File: src/rtl/pipeline_pkg.sv
`default_nettype none
// +----------------------------------------------------------------------+
// | pipeline_pkg : shared types, defaults and helpers for pipeline_ctrl  |
// | Revision     : 1.0                                                   |
// +----------------------------------------------------------------------+
package pipeline_pkg;

    localparam int NUM_STAGES_DEFAULT = 5;
    localparam int CNT_W_DEFAULT      = 16;
    localparam int c_MAX_STAGES       = 16;

    localparam int IF_STG  = 0;
    localparam int ID_STG  = 1;
    localparam int EXE_STG = 2;
    localparam int MEM_STG = 3;
    localparam int WB_STG  = 4;

    typedef enum logic [1:0] {
        RUN  = 2'd0,
        HALT = 2'd1,
        STEP = 2'd2
    } step_state_e;

    typedef struct packed {
        logic       found;
        logic [3:0] idx;
    } hi_idx_t;

    // Highest set bit of a request vector; found=0 means "none".
    function automatic hi_idx_t highest_set(input logic [c_MAX_STAGES-1:0] vec);
        hi_idx_t r;
        r.found = 1'b0;
        r.idx   = '0;
        for (int i = 0; i < c_MAX_STAGES; i++) begin
            if (vec[i]) begin
                r.found = 1'b1;
                r.idx   = 4'(i);
            end
        end
        return r;
    endfunction

endpackage
`default_nettype wire

File: src/rtl/pipeline_ctrl_if.sv
`default_nettype none
// +----------------------------------------------------------------------+
// | pipeline_ctrl_if : request/control bundle between pipeline and ctrl  |
// | Revision         : 1.0                                               |
// +----------------------------------------------------------------------+
interface pipeline_ctrl_if
    import pipeline_pkg::*;
#(
    parameter int NUM_STAGES = NUM_STAGES_DEFAULT,
    parameter int CNT_W      = CNT_W_DEFAULT
);
    logic                  inst_valid;
    logic [NUM_STAGES-1:0] stall_req;
    logic [NUM_STAGES-1:0] flush_req;
    logic [NUM_STAGES-1:0] stage_en;
    logic [NUM_STAGES-1:0] stage_flush;
    logic [NUM_STAGES-1:0] stage_valid;
    logic [CNT_W-1:0]      stall_cycles;
    logic [CNT_W-1:0]      flush_count;

    modport master (
        output inst_valid, stall_req, flush_req,
        input  stage_en, stage_flush, stage_valid, stall_cycles, flush_count
    );

    modport slave (
        input  inst_valid, stall_req, flush_req,
        output stage_en, stage_flush, stage_valid, stall_cycles, flush_count
    );

endinterface
`default_nettype wire

File: src/rtl/step_sync.sv
`default_nettype none
// +----------------------------------------------------------------------+
// | step_sync : 2-FF synchroniser + rising-edge detect for debug_step    |
// | Built only with DEBUG_STEP_EN.  Revision : 1.0                       |
// +----------------------------------------------------------------------+
`ifdef DEBUG_STEP_EN
module step_sync
    import pipeline_pkg::*;
(
    input  logic clk,
    input  logic rst,
    input  logic i_debug_step,
    output logic o_step_pulse
);
    logic [1:0] r_sync;
    logic       r_prev;

    always_ff @(posedge clk) begin
        if (!rst) begin
            r_sync <= '0;
            r_prev <= 1'b0;
        end else begin
            r_sync <= {r_sync[0], i_debug_step};
            r_prev <= r_sync[1];
        end
    end

    assign o_step_pulse = r_sync[1] & ~r_prev;

endmodule
`endif
`default_nettype wire

File: src/rtl/pipeline_ctrl.sv
`default_nettype none
// +----------------------------------------------------------------------+
// | pipeline_ctrl : stall/flush steering, occupancy and perf counters    |
// | Optional single-step support under macro DEBUG_STEP_EN. Rev : 1.0    |
// +----------------------------------------------------------------------+
module pipeline_ctrl
    import pipeline_pkg::*;
#(
    parameter int NUM_STAGES = NUM_STAGES_DEFAULT,
    parameter int CNT_W      = CNT_W_DEFAULT
) (
    input  logic clk,
    input  logic rst,
`ifdef DEBUG_STEP_EN
    input  logic debug_en,
    input  logic debug_step,
`endif
    pipeline_ctrl_if.slave bus
);
    logic [c_MAX_STAGES-1:0] w_stall_ext;
    logic [c_MAX_STAGES-1:0] w_flush_ext;
    hi_idx_t                 w_s;
    hi_idx_t                 w_f;
    logic                    w_stall_mode;
    logic                    w_flush_mode;
    logic                    w_halted;
    logic                    w_stall_inc;
    logic                    w_flush_inc;
    logic [NUM_STAGES-1:0]   w_en;
    logic [NUM_STAGES-1:0]   w_flush;
    logic [NUM_STAGES-1:0]   w_valid_nxt;
    logic [NUM_STAGES-1:0]   r_valid;
    logic [CNT_W-1:0]        r_stall_cycles;
    logic [CNT_W-1:0]        r_flush_count;

    always_comb begin
        w_stall_ext = '0;
        w_flush_ext = '0;
        w_stall_ext[NUM_STAGES-1:0] = bus.stall_req;
        w_flush_ext[NUM_STAGES-1:0] = bus.flush_req;
    end

    assign w_s = highest_set(w_stall_ext);
    assign w_f = highest_set(w_flush_ext);

    // An older stall outranks a younger redirect; the redirect re-asserts once released.
    assign w_stall_mode = w_s.found && (!w_f.found || (w_s.idx > w_f.idx));
    assign w_flush_mode = w_f.found && !w_stall_mode;

`ifdef DEBUG_STEP_EN
    localparam logic [1:0] c_ST_RUN  = RUN;
    localparam logic [1:0] c_ST_HALT = HALT;
    localparam logic [1:0] c_ST_STEP = STEP;

    logic [1:0] r_state;
    logic       w_step_pulse;

    step_sync u_step_sync (
        .clk          (clk),
        .rst          (rst),
        .i_debug_step (debug_step),
        .o_step_pulse (w_step_pulse)
    );

    always_ff @(posedge clk) begin
        if (!rst) begin
            r_state <= c_ST_RUN;
        end else begin
            case (r_state)
                c_ST_RUN:  if (debug_en) r_state <= c_ST_HALT;
                c_ST_HALT: begin
                    if (!debug_en)         r_state <= c_ST_RUN;
                    else if (w_step_pulse) r_state <= c_ST_STEP;
                end
                c_ST_STEP: r_state <= debug_en ? c_ST_HALT : c_ST_RUN;
                default:   r_state <= c_ST_RUN;
            endcase
        end
    end

    assign w_halted = (r_state == c_ST_HALT);
`else
    assign w_halted = 1'b0;
`endif

    always_comb begin
        w_en    = '1;
        w_flush = '0;
        if (!rst) begin
            w_en    = '0;
            w_flush = '1;
        end else if (w_halted) begin
            w_en    = '0;
        end else if (w_stall_mode) begin
            for (int k = 0; k < NUM_STAGES; k++) begin
                if (k <= int'(w_s.idx))     w_en[k]    = 1'b0;
                if (k == int'(w_s.idx) + 1) w_flush[k] = 1'b1;
            end
        end else if (w_flush_mode) begin
            for (int k = 0; k < NUM_STAGES; k++) begin
                if (k <= int'(w_f.idx)) w_flush[k] = 1'b1;
            end
        end
    end

    always_comb begin
        w_valid_nxt = r_valid;
        if (w_flush[IF_STG])   w_valid_nxt[IF_STG] = 1'b0;
        else if (w_en[IF_STG]) w_valid_nxt[IF_STG] = bus.inst_valid;
        for (int k = 1; k < NUM_STAGES; k++) begin
            if (w_flush[k])   w_valid_nxt[k] = 1'b0;
            else if (w_en[k]) w_valid_nxt[k] = r_valid[k-1];
        end
    end

    assign w_stall_inc = ~(&w_en) & ~w_halted;
    assign w_flush_inc = w_flush_mode & ~w_halted;

    always_ff @(posedge clk) begin
        if (!rst) begin
            r_valid        <= '0;
            r_stall_cycles <= '0;
            r_flush_count  <= '0;
        end else begin
            r_valid <= w_valid_nxt;
            if (w_stall_inc && (r_stall_cycles != '1))
                r_stall_cycles <= r_stall_cycles + CNT_W'(1);
            if (w_flush_inc && (r_flush_count != '1))
                r_flush_count <= r_flush_count + CNT_W'(1);
        end
    end

    assign bus.stage_en     = w_en;
    assign bus.stage_flush  = w_flush;
    assign bus.stage_valid  = r_valid;
    assign bus.stall_cycles = r_stall_cycles;
    assign bus.flush_count  = r_flush_count;

endmodule
`default_nettype wire
File: src/flat_wrapper.sv
// flat-port wrapper written by rule: the top's interface ports become plain ports
module pipeline_ctrl_flat import pipeline_pkg::*;
#(
    parameter int NUM_STAGES = NUM_STAGES_DEFAULT,
    parameter int CNT_W      = CNT_W_DEFAULT
)
  (clk, rst, bus_inst_valid, bus_stall_req, bus_flush_req, bus_stage_en, bus_stage_flush, bus_stage_valid, bus_stall_cycles, bus_flush_count);
  pipeline_ctrl_if #(.NUM_STAGES(NUM_STAGES), .CNT_W(CNT_W)) bus_i ();
  input  logic clk;
  input  logic rst;
  input wire logic [$bits(bus_i.inst_valid)-1:0] bus_inst_valid;
  input wire logic [$bits(bus_i.stall_req)-1:0] bus_stall_req;
  input wire logic [$bits(bus_i.flush_req)-1:0] bus_flush_req;
  output wire logic [$bits(bus_i.stage_en)-1:0] bus_stage_en;
  output wire logic [$bits(bus_i.stage_flush)-1:0] bus_stage_flush;
  output wire logic [$bits(bus_i.stage_valid)-1:0] bus_stage_valid;
  output wire logic [$bits(bus_i.stall_cycles)-1:0] bus_stall_cycles;
  output wire logic [$bits(bus_i.flush_count)-1:0] bus_flush_count;
  assign bus_i.inst_valid = bus_inst_valid;
  assign bus_i.stall_req = bus_stall_req;
  assign bus_i.flush_req = bus_flush_req;
  assign bus_stage_en = bus_i.stage_en;
  assign bus_stage_flush = bus_i.stage_flush;
  assign bus_stage_valid = bus_i.stage_valid;
  assign bus_stall_cycles = bus_i.stall_cycles;
  assign bus_flush_count = bus_i.flush_count;
  pipeline_ctrl #(.NUM_STAGES(NUM_STAGES), .CNT_W(CNT_W)) u_core (.clk(clk), .rst(rst), .bus(bus_i));
endmodule
File: config.mk
export PLATFORM = sky130hd
export DESIGN_NAME = pipeline_ctrl_flat
export DESIGN_NICKNAME = d
export VERILOG_FILES = /design/src/rtl/pipeline_pkg.sv /design/src/rtl/pipeline_ctrl_if.sv /design/src/rtl/step_sync.sv /design/src/rtl/pipeline_ctrl.sv /design/src/flat_wrapper.sv
export SDC_FILE = /design/constraint.sdc
export NUM_CORES = 1
export LEC_CHECK = 0
export BUFFER_PORTS_ARGS = -buffer_cell sky130_fd_sc_hd__buf_2
export CAP_MARGIN = 30
export CORE_UTILIZATION = 55
export DETAILED_ROUTE_END_ITERATION = 12
export PLACE_DENSITY = 0.84
export SYNTH_ARGS = -nofsm -noshare
export SYNTH_HDL_FRONTEND = slang
export SYNTH_HIERARCHICAL = 1
export SYNTH_SLANG_ARGS = --single-unit
export TNS_END_PERCENT = 10
File: constraint.sdc
create_clock -name clk -period 4.66 [get_ports clk]
set_clock_uncertainty 0.05 [all_clocks]
set_input_delay 0.466 -clock clk [delete_from_list [all_inputs] [get_ports clk]]
set_output_delay 0.466 -clock clk [all_outputs]
set_load 0.02 [all_outputs]
==> results of run 1 <==
[cell families (layout without fill, tap and decap cells)]
logic type	after synthesis	count (layout)	share of synthesized area, %
buffers and inverters	20	78	4.260
flip-flops	37	37	36.03
AND/OR/NAND/NOR	124	124	32.08
XOR/XNOR	21	21	8.947
adder cells (fa/ha/maj)	6	6	3.652
multiplexers	3	3	1.461
AO/OA/AOI/OAI	47	47	13.57
[through the flow]
stage	instance area [µm²]	util [%]	cells	hold WS (ns)	total power [mW]
global route	2456	70.82	362	0.4105	0.7311
finish	2456	70.82	362	0.3955	0.6935
floorplan	2056	-	258	0.4931	0.4390
CTS	2449	70.60	361	0.3882	0.6933
detailed placement	2362	68.11	353	0.4181	0.4767
global placement	2362	68.11	353	0.4188	0.4747
[critical path: stages]
cell	delay (ns)
sky130_fd_sc_hd__buf_2	0.14
sky130_fd_sc_hd__inv_1	0.18
sky130_fd_sc_hd__o21ai_0	0.14
sky130_fd_sc_hd__ha_1	0.29
sky130_fd_sc_hd__nand3_1	0.09
sky130_fd_sc_hd__o21ai_0	0.18
sky130_fd_sc_hd__o21ai_2	0.16
sky130_fd_sc_hd__buf_4	0.26
sky130_fd_sc_hd__nand2_4	0.08
sky130_fd_sc_hd__o311ai_0	0.38
sky130_fd_sc_hd__buf_2	0.24
[how the worst max path moves through the flow]
stage,start,end,slack (ns),depth (start not counted)
2_1_floorplan,bus_stall_req[2],bus_stage_flush[4],1.74,8
6_report,bus_stall_req[4],bus_stage_flush[0],1.54,11
3_3_place_gp,bus_stall_req[4],bus_stage_flush[0],1.64,11
4_1_cts,bus_stall_req[4],bus_stage_flush[0],1.58,11
3_5_place_dp,bus_stall_req[2],bus_stage_flush[3],1.57,9
5_1_grt,bus_stall_req[2],bus_stage_flush[3],1.26,9
[metal layers]
metal	track usage (%)	up-vias
li1	-	1041
met1	32.81	956
met2	43.01	79
met3	6.341	6
met4	6.977	0
met5	0	-
[placed cells by master, fill, tap and decap left out, types with 2 or more instances in the layout]
cell type and n:
sky130_fd_sc_hd__a211oi_1 2, sky130_fd_sc_hd__a21oi_1 21, sky130_fd_sc_hd__a32oi_1 3, sky130_fd_sc_hd__and3_1 6, sky130_fd_sc_hd__buf_2 59, sky130_fd_sc_hd__clkbuf_8 5
sky130_fd_sc_hd__clkinv_2 2, sky130_fd_sc_hd__dfxtp_1 37, sky130_fd_sc_hd__ha_1 6, sky130_fd_sc_hd__inv_1 8, sky130_fd_sc_hd__mux2i_1 3, sky130_fd_sc_hd__nand2_1 16
sky130_fd_sc_hd__nand3_1 19, sky130_fd_sc_hd__nand4_1 10, sky130_fd_sc_hd__nor2_1 34, sky130_fd_sc_hd__nor3_1 8, sky130_fd_sc_hd__nor3b_1 2, sky130_fd_sc_hd__nor4_1 3
sky130_fd_sc_hd__nor4b_1 2, sky130_fd_sc_hd__o21ai_0 12, sky130_fd_sc_hd__o31ai_1 4, sky130_fd_sc_hd__or2_2 3, sky130_fd_sc_hd__or3_1 6, sky130_fd_sc_hd__or3_4 2
sky130_fd_sc_hd__or4_1 4, sky130_fd_sc_hd__xnor2_1 10, sky130_fd_sc_hd__xor2_1 11
[registers in the layout, indices dropped and copies added (netlist names)]
| register | count |
|---|---|
| u_core/bus.stall_cycles | 16 |
| u_core/bus.stage_valid | 5 |
| u_core/bus.flush_count | 16 |
[power by group through the flow]
| stage | registers (mW) | logic, mW | clock network (mW) |
|---|---|---|---|
| 6_report | 0.333 | 0.141 | 0.219 |
| 5_1_grt | 0.334 | 0.156 | 0.241 |
| 4_1_cts | 0.333 | 0.138 | 0.223 |
| 3_5_place_dp | 0.340 | 0.136 | 0 |
| 3_3_place_gp | 0.340 | 0.135 | 0 |
| 2_1_floorplan | 0.349 | 0.0901 | 0 |
[layout make-up]
class / instances / share of cell area, %
Multi-Input combinational cell: 201 / 49.97
Clock buffer: 5 / 2.802
Clock inverter: 3 / 0.7132
Sequential cell: 37 / 30.16
Inverter: 9 / 1.375
Timing Repair Buffer: 61 / 12.63
Tap cell: 46 / 2.343
==> flow_metrics.env, run 1 <==
export IMPL_clk_path_buf_depth=2
export IMPL_synth_seq_cells=37
export IMPL_postSynthAreaPerCell_um2=7.968
export IMPL_postCtsSetupBuffers=0
export IMPL_antenna_cells_inserted=0
export IMPL_timing_hold_worst_path_depth=3
export IMPL_power_frac_comb_pct=20.4
export IMPL_critPathCaptureType="output port"
export IMPL_ys_warn_count=6
export IMPL_final_min_clock_period_ns=3.117
export IMPL_ir_drop_mv=0.2423
export IMPL_max_slew_margin_pct=58.97
export IMPL_critPathArrivalTime_ns=2.60
export IMPL_drive_gt1_share_pct=25.00
export IMPL_clock_root_buffer="sky130_fd_sc_hd__clkbuf_8"
export IMPL_yosys_top_cells_area="sky130_fd_sc_hd__dfxtp_1 36%, sky130_fd_sc_hd__nor2_1 6.2%, sky130_fd_sc_hd__a21oi_1 5.1%, sky130_fd_sc_hd__xor2_1 4.7%, sky130_fd_sc_hd__nand3_1 4.6%"
export IMPL_synth_enable_flop_cells=0
export IMPL_worst_r2r_cell_count=7
export IMPL_most_common_flop_cell_mapped_by_yosys="sky130_fd_sc_hd__dfxtp_1"
export IMPL_min_to="u_core/bus.stage_valid[0]$_SDFFE_PP0P_"
export IMPL_io_pin_count=60
export IMPL_place_port_buffers=59
export IMPL_sw_frac_of_total_pct=31.74
export IMPL_rsz_0062_raised_after_global_routing="no"
export IMPL_dp_hpwl_um=3436
export IMPL_worst_pin_slew_ns=0.6145
export IMPL_seq_area_um2=740.7
export IMPL_die_area_mm2=0.003986
export IMPL_finalWeightedCongestion=0.8792
export IMPL_async_reset_ff_share_pct=0
export IMPL_worst_path_max_fanout=20
export IMPL_grt_max_degree=38
export IMPL_detail_route_drc_violations=0
export IMPL_drtIter0Drc=198
export IMPL_timing_final_setup_violations=0
export IMPL_status="finished clean"
export IMPL_detail_route_antenna_nets=0
export IMPL_power_internal_mw=0.4734
export IMPL_finalHoldViolations=0
export IMPL_grt_overflow_total=0
export IMPL_worst_r2r_startpoint="u_core/bus.flush_count[0]$_SDFFE_PN0P_"
export IMPL_core_area_mm2=0.003468
export IMPL_postCtsHoldBufs=0
export IMPL_achievable_frequency_ghz=0.3208
export IMPL_worst_setup_slack_after_placement_ns=1.570
export IMPL_detailedRoute_firstPassIterationCount=4
export IMPL_htree_num_levels=2
export IMPL_synth_common_cells="37 x sky130_fd_sc_hd__dfxtp_1, 34 x sky130_fd_sc_hd__nor2_1, 21 x sky130_fd_sc_hd__a21oi_1"
export IMPL_postRouteWirelength_um=4796
export IMPL_clock_power_share_pct=31.6
export IMPL_wl_met1_um=2182
export IMPL_setup_tns_final_ns=0
export IMPL_hold_path_class="primary input to flip-flop"
export IMPL_highest_signal_layer="met4"
export IMPL_drt_vias_per_instance=5.751
export IMPL_path_class="primary input to output port"
export IMPL_fin_nets=334
export IMPL_fp_dieH_um=63.14
export IMPL_startpoint_type="primary input"
export IMPL_leakage_nw=1.016
export IMPL_synth_cell_area_mm2=0.002056
export IMPL_tritoncts_clock_tree="done"
export IMPL_first_global_vias=1865
export IMPL_synth_cell_types=42
export IMPL_post_route_period_util_pct=66.89
export IMPL_insertion_delay_ns=0.29
export IMPL_worstHoldStart="bus_inst_valid"
export IMPL_area_growth_synth_to_final_pct=19.48
export IMPL_wl_per_cell_um=13.25
export IMPL_cts_sink_count=37
export IMPL_cts_made_buffers=5
export IMPL_initial_core_util_pct=59.27
export IMPL_pwr_share_seq_pct=48.0
export IMPL_post_syn_nets=277
export IMPL_fillers=321
export IMPL_wl_met3_um=297
export IMPL_crit_reg2reg_capture="u_core/bus.flush_count[9]$_SDFFE_PN0P_"
export IMPL_power_switching_mw=0.2201
export IMPL_r2r_slack_ns=2.53
export IMPL_clkTransAtPathRegs_ns=0.07
export IMPL_yosysSeqAreaShare_pct=36.03
export IMPL_chip_width_um=63.14
export IMPL_row_count=21
export IMPL_met2WireLength_um=2277
export IMPL_routed_via_count=2082
export IMPL_global_route_usage_total_pct=25.78
export IMPL_multi_input_comb_area_mm2=0.001227
export IMPL_cap_viol_max_count=0
export IMPL_final_max_slew_violation_count=0
export IMPL_post_synth_inst_count=258
export IMPL_worst_slack_ns=1.543
export IMPL_number_of_antenna_violations_at_the_first_check_in_global_routing=0
export IMPL_postCtsResizedCells=0
export IMPL_crit_required_ns=4.14
export IMPL_synth_top_area_share_pct=36.03
export IMPL_grt_pass1_wl_um=8231
export IMPL_synthDominantAreaCellType="sky130_fd_sc_hd__dfxtp_1"
export IMPL_yosys_cell_count_top_type="sky130_fd_sc_hd__dfxtp_1"
export IMPL_cellPowerDensity_mw_per_mm2=282.4
(Power assumes the default switching activity.)
==> inputs of run 2 (changes only) <==
--- a/config.mk
+++ b/config.mk
@@ -7,9 +7,9 @@
 export LEC_CHECK = 0
 export BUFFER_PORTS_ARGS = -buffer_cell sky130_fd_sc_hd__buf_2
 export CAP_MARGIN = 30
-export CORE_UTILIZATION = 55
+export CORE_UTILIZATION = 51
 export DETAILED_ROUTE_END_ITERATION = 12
-export PLACE_DENSITY = 0.84
+export PLACE_DENSITY = 0.79
 export SYNTH_ARGS = -nofsm -noshare
 export SYNTH_HDL_FRONTEND = slang
 export SYNTH_HIERARCHICAL = 1
==> constraint.sdc (replaced) <==
create_clock -name clk -period 3.2 [get_ports clk]
set_clock_uncertainty 0.05 [all_clocks]
set_input_delay 0.32 -clock clk [delete_from_list [all_inputs] [get_ports clk]]
set_output_delay 0.32 -clock clk [all_outputs]
set_load 0.02 [all_outputs]
==> run 2 against run 1 <==
Die area grew 7.6%. Via count up 1.5%. Cell count grew 0.55%. Largest cell class unchanged. Count of clock-buffer cells in the layout is 2 higher. Critical path type unchanged. Sequential share of layout area shrank 0.39 points.
==> flow_metrics.env, run 2 (same netlist as run 1, synthesis figures left out) <==
export IMPL_critPathMaxStageDelay_ns=0.47
export IMPL_grt_overflow_total=0
export IMPL_antenna_cells_inserted=0
export IMPL_setup_tns_final_ns=0
export IMPL_first_global_vias=1810
export IMPL_core_area_mm2=0.003771
export IMPL_grt_pass1_wl_um=8073
export IMPL_final_max_slew_violation_count=0
export IMPL_finalCoreUtilization_pct=65.99
export IMPL_drtIter0Drc=124
export IMPL_cts_sink_count=37
export IMPL_cpMaxStageDelayCell="sky130_fd_sc_hd__a211oi_1"
export IMPL_max_slew_margin_pct=52.32
export IMPL_routed_via_count=2113
export IMPL_postCtsSetupBuffers=0
export IMPL_timing_final_setup_violations=0
export IMPL_postCtsResizedCells=0
export IMPL_wl_per_cell_um=13.31
export IMPL_cellPowerDensity_mw_per_mm2=444.4
export IMPL_worst_pin_slew_ns=0.7097
export IMPL_clock_root_buffer="sky130_fd_sc_hd__clkbuf_8"
export IMPL_path_class="primary input to output port"
export IMPL_postRouteWirelength_um=4844
export IMPL_worst_path_max_fanout=10
export IMPL_startpoint_type="primary input"
export IMPL_most_common_cell_after_layout_fill_and_taps_aside="sky130_fd_sc_hd__buf_2"
export IMPL_timing_hold_worst_path_depth=3
export IMPL_placed_area_mm2=0.002372
export IMPL_worst_slack_ns=0.3638
export IMPL_clk_path_buf_depth=2
export IMPL_commonest_cells_after_routing_fill_and_taps_aside="59 x sky130_fd_sc_hd__buf_2, 37 x sky130_fd_sc_hd__dfxtp_1, 34 x sky130_fd_sc_hd__nor2_1, 21 x sky130_fd_sc_hd__a21oi_1, 19 x sky130_fd_sc_hd__nand3_1"
export IMPL_detail_route_drc_violations=0
export IMPL_insertion_delay_ns=0.29
export IMPL_area_growth_synth_to_final_pct=21.06
export IMPL_chip_width_um=65.49
export IMPL_cp_buffers_inverters=2
export IMPL_number_of_antenna_violations_at_the_first_check_in_global_routing=0
export IMPL_detail_route_antenna_nets=0
export IMPL_detailedRoute_firstPassIterationCount=4
export IMPL_fin_nets=334
export IMPL_total_power_mw=1.106
export IMPL_fp_dieH_um=65.49
export IMPL_die_area_mm2=0.004289
export IMPL_clkTransAtPathRegs_ns=0.07
export IMPL_achievable_frequency_ghz=0.3526
export IMPL_cts_made_buffers=5
export IMPL_grt_max_degree=38
export IMPL_io_pin_count=60
export IMPL_rsz_0062_raised_after_global_routing="no"
export IMPL_worst_setup_slack_after_placement_ns=0.4082
export IMPL_status="finished clean"
export IMPL_crit_family="compound AO/OA/AOI/OAI gates"
export IMPL_htree_num_levels=2
export IMPL_worstPathCellList="buf_2 > nor2_1 > nor2_1 > ha_1 > a211oi_1 > or3_1 > a32oi_1 > o21ai_0 > buf_2"
export IMPL_finalWeightedCongestion=0.8502
export IMPL_worst_r2r_cell_count=7
export IMPL_leakage_nw=1.030
export IMPL_global_route_usage_total_pct=24.37
export IMPL_row_count=22
export IMPL_critPathCaptureType="output port"
export IMPL_final_min_clock_period_ns=2.836
export IMPL_post_route_period_util_pct=88.63
export IMPL_drive_gt1_share_pct=24.68
export IMPL_finalHoldViolations=0
export IMPL_cap_viol_max_count=0
export IMPL_dp_hpwl_um=3528
export IMPL_postCtsHoldBufs=0
export IMPL_ir_drop_mv=0.2871
export IMPL_fillers=340
export IMPL_r2r_slack_ns=1.05
export IMPL_critical_path_depth=9
export IMPL_tritoncts_clock_tree="done"
export IMPL_initial_core_util_pct=54.51
export IMPL_postLayoutCellArea_mm2=0.002489
export IMPL_drt_vias_per_instance=5.805
export IMPL_critPathArrivalTime_ns=2.47
export IMPL_hold_path_class="primary input to flip-flop"
export IMPL_crit_required_ns=2.83
export IMPL_place_port_buffers=59
-- run 2: cell types whose count changed in the layout (fill, tap and decap cells not counted), sizes merged --
cell	change
bufinv	+1
clkbuf	+1
clkinvlp	-1
buf	+1
clkinv	-2
-- run 2: power breakdown --
group / leakage, nW / internal (mW) / switching [mW] / total, mW
clock: 0.0585 / 0.254 / 0.162 / 0.416
combinational: 0.673 / 0.0670 / 0.137 / 0.204
sequential: 0.299 / 0.472 / 0.0142 / 0.486
-- run 2: worst paths after layout --
| kind | from | to |
|---|---|---|
| worst min-delay path | bus_inst_valid | u_core/bus.stage_valid[0]$_SDFFE_PP0P_ |
| worst min register to register | u_core/bus.stage_valid[4]$_SDFFE_PP0P_ | u_core/bus.stage_valid[4]$_SDFFE_PP0P_ |
| worst max-delay path | bus_stall_req[2] | bus_stage_flush[4] |
| worst max register to register | u_core/bus.flush_count[0]$_SDFFE_PN0P_ | u_core/bus.flush_count[15]$_SDFFE_PN0P_ |
-- run 2: layer usage --
layer	vias to the layer above	share of wire (%)	GRT usage [%]
met5	-	0	0
met4	0	0.95	10.87
met3	4	6.8	6.076
met2	90	47	38.14
met1	976	46	31.40
li1	1043	-	-
-- run 2: final cells by class --
cell class,instances,area (µm²),share of cell area (%)
Clock inverter,1,30.03,1.207
Clock buffer,7,86.33,3.469
Tap cell,48,60.06,2.413
Sequential cell,37,740.7,29.76
Multi-Input combinational cell,201,1227,49.32
Inverter,9,33.78,1.357
Timing Repair Buffer,61,310.3,12.47
-- run 2: per-stage QoR --
| stage | cells | hold WS [ns] |
|---|---|---|
| after floorplan | 258 | 0.3917 |
| after global placement | 356 | 0.4291 |
| after detailed placement | 356 | 0.4259 |
| after CTS | 364 | 0.2393 |
| after global routing | 364 | 0.2511 |
| final | 364 | 0.2464 |
-- run 2: worst register-to-register path, stage by stage (launching register included) --
cell                      delay, ns
sky130_fd_sc_hd__dfxtp_1       0.36
sky130_fd_sc_hd__ha_1          0.27
sky130_fd_sc_hd__nand4_1       0.11
sky130_fd_sc_hd__nor4_1        0.07
sky130_fd_sc_hd__or4bb_1       0.59
sky130_fd_sc_hd__nor4b_1       0.38
sky130_fd_sc_hd__xnor2_1       0.16
sky130_fd_sc_hd__nor2_1        0.05
==> inputs of run 3 (changes only) <==
==> constraint.sdc (replaced) <==
create_clock -name clk -period 2.89 [get_ports clk]
set_clock_uncertainty 0.05 [all_clocks]
set_input_delay 0.289 -clock clk [delete_from_list [all_inputs] [get_ports clk]]
set_output_delay 0.289 -clock clk [all_outputs]
set_load 0.02 [all_outputs]
==> run 3 against run 2 <==
Total power up 1.7%. Critical endpoint is now bus_stage_flush[0]. Non-clock buffer count grew 3. Cell count rose by 0.82%. Critical path type unchanged. Largest power group unchanged. Highest routed layer unchanged. Largest cell class unchanged. Design area down 0.10%. Via count shrank 0.28%. Critical path depth increased by 1. Hold slack lost 0.024 ns.
==> flow_metrics.env, run 3 (same netlist as run 1, synthesis figures left out) <==
export IMPL_status="finished clean"
export IMPL_most_common_cell_after_layout_fill_and_taps_aside="sky130_fd_sc_hd__buf_2"
export IMPL_cpMaxStageDelayCell="sky130_fd_sc_hd__o21ai_2"
export IMPL_finalHoldViolations=0
export IMPL_initial_core_util_pct=54.51
export IMPL_detail_route_antenna_nets=0
export IMPL_finalWeightedCongestion=0.8322
export IMPL_global_route_usage_total_pct=23.50
export IMPL_cts_sink_count=37
export IMPL_commonest_cells_after_routing_fill_and_taps_aside="59 x sky130_fd_sc_hd__buf_2, 37 x sky130_fd_sc_hd__dfxtp_1, 34 x sky130_fd_sc_hd__nor2_1, 21 x sky130_fd_sc_hd__a21oi_1, 19 x sky130_fd_sc_hd__nand3_1"
export IMPL_tritoncts_clock_tree="done"
export IMPL_dp_hpwl_um=3516
export IMPL_max_slew_margin_pct=59.85
export IMPL_io_pin_count=60
export IMPL_drive_gt1_share_pct=26.02
export IMPL_fp_dieH_um=65.49
export IMPL_row_count=22
export IMPL_min_to="u_core/bus.stage_valid[0]$_SDFFE_PP0P_"
export IMPL_final_max_slew_violation_count=0
export IMPL_postCtsResizedCells=0
export IMPL_crit_reg2reg_capture="u_core/bus.flush_count[15]$_SDFFE_PN0P_"
export IMPL_worstPathCellList="buf_2 > inv_1 > o21ai_0 > ha_1 > nand3_1 > o21ai_0 > o21ai_2 > nand2_4 > o311ai_0 > buf_2"
export IMPL_cts_made_buffers=5
export IMPL_drtIter0Drc=176
export IMPL_postCtsSetupBuffers=0
export IMPL_crit_family="compound AO/OA/AOI/OAI gates"
export IMPL_path_class="primary input to output port"
export IMPL_hold_path_class="primary input to flip-flop"
export IMPL_total_power_mw=1.125
export IMPL_clkTransAtPathRegs_ns=0.07
export IMPL_cp_startpoint="bus_stall_req[4]"
export IMPL_startpoint_type="primary input"
export IMPL_detailedRoute_firstPassIterationCount=4
export IMPL_worst_path_max_fanout=10
export IMPL_routed_via_count=2107
export IMPL_wl_per_cell_um=12.97
export IMPL_clock_root_buffer="sky130_fd_sc_hd__clkbuf_8"
export IMPL_chip_width_um=65.49
export IMPL_r2r_slack_ns=0.72
export IMPL_crit_required_ns=2.55
export IMPL_insertion_delay_ns=0.29
export IMPL_number_of_antenna_violations_at_the_first_check_in_global_routing=0
export IMPL_detail_route_drc_violations=0
export IMPL_leakage_nw=1.031
export IMPL_fin_nets=337
export IMPL_place_port_buffers=59
export IMPL_cp_buffers_inverters=3
export IMPL_cellPowerDensity_mw_per_mm2=452.6
export IMPL_cap_viol_max_count=0
export IMPL_antenna_cells_inserted=0
export IMPL_achievable_frequency_ghz=0.3672
export IMPL_critPathArrivalTime_ns=2.38
export IMPL_clk_path_buf_depth=2
export IMPL_worst_r2r_cell_count=7
export IMPL_post_route_period_util_pct=94.22
export IMPL_rsz_0062_raised_after_global_routing="no"
export IMPL_final_min_clock_period_ns=2.723
export IMPL_finalCoreUtilization_pct=65.93
export IMPL_drt_vias_per_instance=5.741
export IMPL_area_growth_synth_to_final_pct=20.94
export IMPL_postCtsHoldBufs=0
export IMPL_grt_pass1_wl_um=7935
export IMPL_critPathCaptureType="output port"
export IMPL_first_global_vias=1827
export IMPL_grt_max_degree=38
export IMPL_postRouteWirelength_um=4761
export IMPL_worst_pin_slew_ns=0.5977
export IMPL_timing_final_setup_violations=0
export IMPL_die_area_mm2=0.004289
export IMPL_timing_hold_worst_path_depth=3
export IMPL_worst_r2r_startpoint="u_core/bus.flush_count[0]$_SDFFE_PN0P_"
export IMPL_grt_overflow_total=0
export IMPL_worstHoldStart="bus_inst_valid"
export IMPL_ir_drop_mv=0.3261
export IMPL_setup_tns_final_ns=0
export IMPL_htree_num_levels=2
export IMPL_core_area_mm2=0.003771
export IMPL_critPathMaxStageDelay_ns=0.43
[run 3: where the power goes]
| part | leakage [nW] | total [mW] | internal, mW | switching, mW |
|---|---|---|---|---|
| registers | 0.299 | 0.538 | 0.522 | 0.0157 |
| logic | 0.689 | 0.236 | 0.0826 | 0.153 |
| clock network | 0.0439 | 0.351 | 0.166 | 0.185 |
[run 3: worst min-delay path, stage by stage]
cell	delay, ns
sky130_fd_sc_hd__buf_2	0.10
sky130_fd_sc_hd__nand3_1	0.06
sky130_fd_sc_hd__a21oi_1	0.06
[run 3: how the worst max path moves through the flow]
stage                          to  slack [ns]  cells past startpoint
3_3_place_gp   bus_stage_flush[2]        0.21                      9
2_1_floorplan  bus_stage_flush[4]        0.32                      8
3_5_place_dp   bus_stage_flush[0]        0.18                     10
5_1_grt        bus_stage_flush[0]        0.02                     10
6_report       bus_stage_flush[0]        0.17                     10
4_1_cts        bus_stage_flush[0]        0.17                     10
[run 3: per-stage QoR]
step,area [µm²],hold slack (ns),setup WS (ns),instances
3_3_place_gp,2395,0.4307,0.2099,359
5_1_grt,2486,0.2413,0.01582,367
6_report,2486,0.2219,0.1670,367
4_1_cts,2481,0.2160,0.1705,367
3_5_place_dp,2395,0.4195,0.1783,359
2_1_floorplan,2056,0.3607,0.3196,258
[run 3: cell type report]
cell class | count | area [µm²]
clock buffers | 5 | 68.82
clock inverters | 3 | 17.52
fillers | 315 | 1285
inverters | 9 | 33.78
multi-input cells | 201 | 1232
flip-flops and latches | 37 | 740.7
well taps | 48 | 60.06
repair buffers | 64 | 332.8
[run 3: metal layers]
layer | global-route usage (%) | wire, µm | part of all wire, % | vias to the layer above
li1 | - | - | - | 1049
met1 | 29.75 | 2185 | 46 | 970
met2 | 39.95 | 2204 | 46 | 78
met3 | 4.167 | 303 | 6.4 | 10
met4 | 7.880 | 68 | 1.4 | 0
met5 | 0 | 0 | 0 | -
